## src/rtl/spi_ram_arbiter.sv

```systemverilog
// spi_ram_arbiter: decodes 10-bit SPI command frames and shares a single-port
// synchronous RAM with a local host port using round-robin arbitration.
module spi_ram_arbiter #(
   parameter int ADDR_SIZE = 8,
   parameter bit AUTO_INC  = 1'b0
) (
   input  logic                 clk,
   input  logic                 rst,
   input  logic [9:0]           rx_data,
   input  logic                 rx_valid,
   output logic [7:0]           tx_data,
   output logic                 tx_valid,
   input  logic                 host_req,
   input  logic                 host_we,
   input  logic [ADDR_SIZE-1:0] host_addr,
   input  logic [7:0]           host_wdata,
   output logic                 host_gnt,
   output logic [7:0]           host_rdata,
   output logic                 host_rvalid,
   output logic                 ram_en,
   output logic                 ram_we,
   output logic [ADDR_SIZE-1:0] ram_addr,
   output logic [7:0]           ram_wdata,
   input  logic [7:0]           ram_rdata,
   output logic                 spi_ovf
);
   typedef enum logic [1:0] {IDLE, ACCESS, RD_WAIT} state_t;
   state_t state;
   logic rx_valid_q, spi_pend, spi_we, last_spi, cur_spi, cur_we;
   logic [ADDR_SIZE-1:0] wr_addr, rd_addr, spi_addr, payload;
   logic [7:0] spi_wdata;
   logic [1:0] op;
   logic rx_edge, acc_cmd, spi_sel, host_sel, accept;

   assign op       = rx_data[9:8];
   assign payload  = ADDR_SIZE'(rx_data[7:0]);
   assign rx_edge  = rx_valid & ~rx_valid_q;
   assign acc_cmd  = rx_edge & op[0];
   // with both requesters pending, the one not served last wins
   assign spi_sel  = (state == IDLE) & spi_pend & (~host_req | ~last_spi);
   assign host_sel = (state == IDLE) & host_req & ~spi_sel;
   assign accept   = acc_cmd & (~spi_pend | spi_sel);

   always_ff @(posedge clk or posedge rst) begin
      if (rst) begin
         state       <= IDLE;
         rx_valid_q  <= 1'b0;
         spi_pend    <= 1'b0;
         spi_we      <= 1'b0;
         spi_addr    <= '0;
         spi_wdata   <= '0;
         wr_addr     <= '0;
         rd_addr     <= '0;
         last_spi    <= 1'b0;
         cur_spi     <= 1'b0;
         cur_we      <= 1'b0;
         tx_data     <= '0;
         tx_valid    <= 1'b0;
         host_gnt    <= 1'b0;
         host_rdata  <= '0;
         host_rvalid <= 1'b0;
         ram_en      <= 1'b0;
         ram_we      <= 1'b0;
         ram_addr    <= '0;
         ram_wdata   <= '0;
         spi_ovf     <= 1'b0;
      end else begin
         rx_valid_q  <= rx_valid;
         host_gnt    <= 1'b0;
         host_rvalid <= 1'b0;
         spi_pend    <= accept | (spi_pend & ~spi_sel);
         if (rx_edge && op == 2'b00) wr_addr <= payload;
         if (rx_edge && op == 2'b10) rd_addr <= payload;
         if (rx_edge && op[1]) tx_valid <= 1'b0;
         if (acc_cmd && !accept) spi_ovf <= 1'b1;
         // the entry snapshots the address before any auto-increment
         if (accept) begin
            spi_we    <= ~op[1];
            spi_addr  <= op[1] ? rd_addr : wr_addr;
            spi_wdata <= rx_data[7:0];
            if (AUTO_INC && !op[1]) wr_addr <= wr_addr + ADDR_SIZE'(1);
            if (AUTO_INC && op[1]) rd_addr <= rd_addr + ADDR_SIZE'(1);
         end
         case (state)
            IDLE: begin
               if (spi_sel || host_sel) begin
                  ram_en    <= 1'b1;
                  ram_we    <= spi_sel ? spi_we : host_we;
                  ram_addr  <= spi_sel ? spi_addr : host_addr;
                  ram_wdata <= spi_sel ? spi_wdata : host_wdata;
                  cur_we    <= spi_sel ? spi_we : host_we;
                  cur_spi   <= spi_sel;
                  last_spi  <= spi_sel;
                  host_gnt  <= host_sel;
                  state     <= ACCESS;
               end
            end
            ACCESS: begin
               ram_en <= 1'b0;
               ram_we <= 1'b0;
               state  <= cur_we ? IDLE : RD_WAIT;
            end
            RD_WAIT: begin
               if (cur_spi) begin
                  tx_data  <= ram_rdata;
                  tx_valid <= 1'b1;
               end else begin
                  host_rdata  <= ram_rdata;
                  host_rvalid <= 1'b1;
               end
               state <= IDLE;
            end
            default: state <= IDLE;
         endcase
      end
   end
endmodule

```

## config.mk

```make
export PLATFORM = sky130hd
export DESIGN_NAME = spi_ram_arbiter
export DESIGN_NICKNAME = d
export VERILOG_FILES = /design/src/rtl/spi_ram_arbiter.sv
export SDC_FILE = /design/constraint.sdc
export NUM_CORES = 1
export LEC_CHECK = 0
export ABC_AREA = 0
export BUFFER_PORTS_ARGS = -buffer_cell sky130_fd_sc_hd__buf_2
export CAP_MARGIN = 20
export CORE_MARGIN = 4
export CORE_UTILIZATION = 50
export DETAILED_ROUTE_END_ITERATION = 10
export PLACE_DENSITY_LB_ADDON = 0.3
export SETUP_SLACK_MARGIN = 0.5
export SLEW_MARGIN = 0
export SYNTH_ARGS = -nofsm -noshare
export SYNTH_HDL_FRONTEND = slang
export SYNTH_SLANG_ARGS = --single-unit
```

## constraint.sdc

```tcl
create_clock -name clk -period 3.5 [get_ports clk]
set_clock_uncertainty 0.2 [all_clocks]
set_input_delay 0.35 -clock clk [delete_from_list [all_inputs] [get_ports clk]]
set_output_delay 0.35 -clock clk [all_outputs]
set_load 0.05 [all_outputs]
```

=== Word level (Yosys, flattened, before mapping) ===
Cells that the tools add are included.

* Input bits: 39
* Register bits: 77
* Logic and storage cells: 72
* Output and inout port bits: 38

* Reduce and logical (&&, ||, !) cells: 13
* Equal/unequal tests: 4
* Bitwise operators: 17
* Muxes and demuxes: 18

{| class="wikitable"
|+ Operators by type and width
! operator !! count
|-
| 2-to-1 mux 8 bit || 3
|-
| 2-to-1 mux 1 bit || 10
|-
| bitwise AND 1 bit || 8
|-
| AND reduction 2 bit || 4
|-
| NOT 1 bit || 6
|-
| equality test 2 bit, second input constant || 2
|-
| logical AND 1 bit || 4
|-
| zero test 2 bit || 2
|-
| 2-to-1 mux 2 bit || 2
|-
| case mux 1 bit (2 select lines) || 2
|-
| case mux 2 bit (2 select lines) || 1
|-
| bitwise OR 1 bit || 3
|-
| equality test 2 x 1 -> 1 bit, second input constant || 1
|-
| inequality test 2 x 1 -> 1 bit, second input constant || 1
|-
| nonzero test 2 bit || 1
|-
| zero test 1 bit || 1
|-
| logical OR 1 bit || 1
|}

=== Longest topological paths before layout ===
* Depth in word-level cells: 8
* Mapped depth: 5
* Mapped depth without buffers: 3

=== Worst setup path after synthesis ===
No wires, ideal clock.

* Kind: register to register
* From: register state[1]
* To: register spi_addr[0]
* Period minus slack after synthesis: 1.868 ns
* Path slack: 1.632 ns
* Library setup time: 0.125 ns
* Cell stages (with the launch flop): 6
* Arrival: 1.543 ns
* Cells stage by stage: dfrtp_1 > buf_2 > a211o_1 > a21oi_4 > buf_8 > mux2_4

* Word-level cells in the longest chain between the ends: 5

{| class="wikitable"
|+ RTL lines
! item !! RTL line !! source
|-
| start: declaration || 28 || <nowiki>state_t state;</nowiki>
|-
| start signal: assignment || 101 || <nowiki>state <= cur_we ? IDLE : RD_WAIT;</nowiki>
|-
| zero test 2 bit || 40 || <nowiki>assign spi_sel = (state == IDLE) & spi_pend & (~host_req | ~last_spi);</nowiki>
|-
| bitwise AND 1 bit (2 in a row) || 40 ||
|-
| bitwise OR 1 bit || 42 || <nowiki>assign accept = acc_cmd & (~spi_pend | spi_sel);</nowiki>
|-
| bitwise AND 1 bit || 42 ||
|-
| end signal: assignment || 79 || <nowiki>spi_addr <= op[1] ? rd_addr : wr_addr;</nowiki>
|-
| end: declaration || 30 || <nowiki>logic [ADDR_SIZE-1:0] wr_addr, rd_addr, spi_addr, payload;</nowiki>
|}

Every way passes these cells.
A chain may end at the register's enable or synchronous reset.

=== Worst setup path after layout ===
* From: register spi_pend
* To: register ram_addr[6]

* Word-level cells in the longest chain between the ends: 6
* Elaborated cells on any way between the ends: 7
* Those cells by class: mux (1); bitwise (4); reduce/logical (2)

{| class="wikitable"
|+ RTL lines
! item !! RTL line !! source
|-
| start: declaration || 29 || <nowiki>logic rx_valid_q, spi_pend, spi_we, last_spi, cur_spi, cur_we;</nowiki>
|-
| start signal: assignment || 71 || <nowiki>spi_pend <= accept | (spi_pend & ~spi_sel);</nowiki>
|-
| bitwise AND 1 bit * (2 in a row) || 40 ||
|-
| NOT 1 bit || 41 || <nowiki>assign host_sel = (state == IDLE) & host_req & ~spi_sel;</nowiki>
|-
| bitwise AND 1 bit || 41 ||
|-
| logical OR 1 bit || 86 || <nowiki>if (spi_sel || host_sel) begin</nowiki>
|-
| AND reduction 2 bit (no source line) || -- ||
|-
| end signal: assignment || 89 || <nowiki>ram_addr <= spi_sel ? spi_addr : host_addr;</nowiki>
|-
| end: declaration || 22 || <nowiki>output logic [ADDR_SIZE-1:0] ram_addr,</nowiki>
|}

Mark *: on every way between the ends. The rest lies on a longest branch, timed or not.

==> qor.yml <==
leakage_nw: 1.89
power_density_nw_per_um2: 1020
hold_viol: 0
grt_start_max_net_pins: 53
pre_cts_slack_ns: 1.30
ys_warn_count: 0
portBuffers: 76
status: "finished, final reports clean"
synth_ff_type: "dfrtp_1"
dp_cells: 356
timing.fmax_ghz: 0.441
routed_wl_um: 6520
first_global_vias: 2092
antenna_cells: 0
syn_to_final_growth_pct: 21.9
min_to: "ram_addr[1]"
synth_area_um2: 3160
synthMuxAreaShare: 0.217
yosys.area.top_type: "dfrtp_1"
layout.nets: 333
postSynthCellCount: 211
die_w_um: 87.4
synthXorXnorAreaFrac: 0
synth.distinct_cells: 30
finalNonFillerCells: 374
seqCellArea_um2: 1930
ys_ff_latch: 77
track_usage: 0.183
cts_sinks: 77
io_pins: 77
drc: 0
clkTransAtPathRegs_ns: 0.08
grt_first_pass_wirelength_um: 10600
cts_inserted_buffers: 9
synth_top_area_share: 0.611
multi_input_area_um2: 1160
rr_worst_depth: 3
dieArea_um2: 7650
core_um2: 6030
min_path_type: "in2reg"
rows: 28
synth.top_cells.by_area: "dfrtp_1 (61%), mux2_2 (17%), a221o_1 (5.1%)"
reg2reg_to: "ram_addr[6]"
yosysSeqAreaShare: 0.611
cts_tree: "yes"
holdCritStartpoint: "host_addr[1]"
slew_viol_final: 0
worstPathRequired_ns: 3.53
start_util: 0.524
grt_overflow_total: 0
critPathMaxFanout: 23
synth_compound_area_frac: 0.0797
drv_cap: 0
synth_edf_count: 0
hpwl_um: 4610
postCtsSetupBuffers: 0
grtUsageMet1: 0.243
drive_above_1_share: 0.532
relSlewSlack: 0.308
post-route-period-util: 0.648
synthAdderAreaFrac: 0
met2_usage: 0.281
rr_startpoint: "spi_pend"
fill_cells: 484
routabilityCongestion: 0.712
holdPathStages: 2
grt_use_met3: 0.0397
fin_ws_ns: 1.23
total_power_mw: 3.93
rrSetupSlack_ns: 1.23
vdd_drop_max_mv: 0.561
die_y_um: 87.4
busiest_layer: "met2"
synthMostInstantiatedCell: "dfrtp_1"
avgSynthCellArea_um2: 15.0
critical_path_class: "reg2reg"
finalSetupViolCount: 0
crit_slowest_cell: "dfrtp_1"
wl_per_cell_um: 17.4
vias: 1983
synthSimpleGateAreaFrac: 0.0698
slowest_delay_ns: 0.88
via_per_inst: 5.30
drt_iter0_drc: 86
htree_levels: 3
synth_nets: 250
clk_latency_ns: 0.34
tns_ns: 0
rsz0062_at_grt: "false"
cp-end-kind: "flop"
clock_path_buffers: 2
synth_top_family_by_area: "multiplexers"
synthArstFlopShare: 1.00
period_needed_ns: 2.27
antenna_found_initial: 0
path_cells: "o21ai_1 > buf_4 > a221o_1"
netlist_top_cells_count: "dfrtp_1 (77), mux2_2 (47), a221o_1 (16), and3_1 (16), mux2_4 (9)"
startpoint_type: "flop"
ant_nets: 0
crit_arrival_ns: 2.29
firstDrtPassIters: 4
ctsRootBufferMaster: "clkbuf_8"
worst_pin_slew_ns: 1.04
where the power goes:
group	total (mW)	switching, mW	internal [mW]
combinational	1.72	1.15	0.573
sequential	1.47	0.217	1.25
clock	0.739	0.320	0.419
worst max-delay path: cells and delay by family (launching register included):
kind	cells	cell delay (ns)
flip-flops	1	0.88
AO/OA/AOI/OAI	2	0.77
buffers and inverters	1	0.30
repair_timing:
action                    4_1_cts  5_1_grt
hold buffers                    2        0
gates resized for setup         0        0
hold endpoints to repair       51        0
kinds of logic after synthesis:
group,after synthesis
flops,77
mux,58
simple gates,36
compound gates,26
buf+inv,14
state kept, by name, indices dropped and copies added (netlist names), 2 cells and up:
name	count
host_rdata	8
wr_addr	8
ram_addr	8
rd_addr	8
state	2
tx_data	8
spi_addr	8
spi_wdata	8
ram_wdata	8
metrics by stage:
step | hold WS, ns | area (µm²) | util
2_1_floorplan | 0.181 | 3160 | -
3_3_place_gp | 0.213 | 3600 | 0.598
3_5_place_dp | 0.223 | 3600 | 0.598
4_1_cts | 0.0160 | 3850 | 0.638
5_1_grt | 0.0187 | 3850 | 0.638
6_report | 0.0287 | 3850 | 0.638
area by class of cell:
class	count	area share
well taps	75	0.0244
repair buffers	82	0.112
clock buffers	10	0.0358
inverters	4	0.00423
flip-flops and latches	77	0.501
clock inverters	6	0.0224
multi-input cells	120	0.300
cells in the final DEF (no fill, tap or decap), drive strengths merged, types with 2 or more instances in the layout:
master	count
buf	80
dfrtp	77
mux2	56
and3	16
a221o	16
clkbuf	10
nand2	6
clkinv	4
nand3b	3
inv	3
nor2	3
o21ai	3
a21oi	2
mux2i	2
nand3	2
bufinv	2
dlygate4sd3	2
worst max path at each step:
| stage | startpoint | endpoint | slack [ns] | cells past startpoint |
|---|---|---|---|---|
| after CTS | spi_pend | ram_addr[4] | 1.29 | 3 |
| after floorplan | rst | cur_spi | 0.98 | 1 |
| after detailed placement | spi_pend | ram_wdata[0] | 1.30 | 3 |
| final | spi_pend | ram_addr[6] | 1.23 | 3 |
| after global routing | spi_pend | ram_wdata[7] | 1.12 | 3 |
| after global placement | spi_pend | ram_addr[4] | 1.31 | 3 |
per-layer routing:
layer	vias up	part of all wire
met5	-	0
met4	0	0.023
met3	16	0.048
met2	44	0.48
met1	981	0.45
li1	942	-
Note: power is estimated with default switching activity, not from simulation.
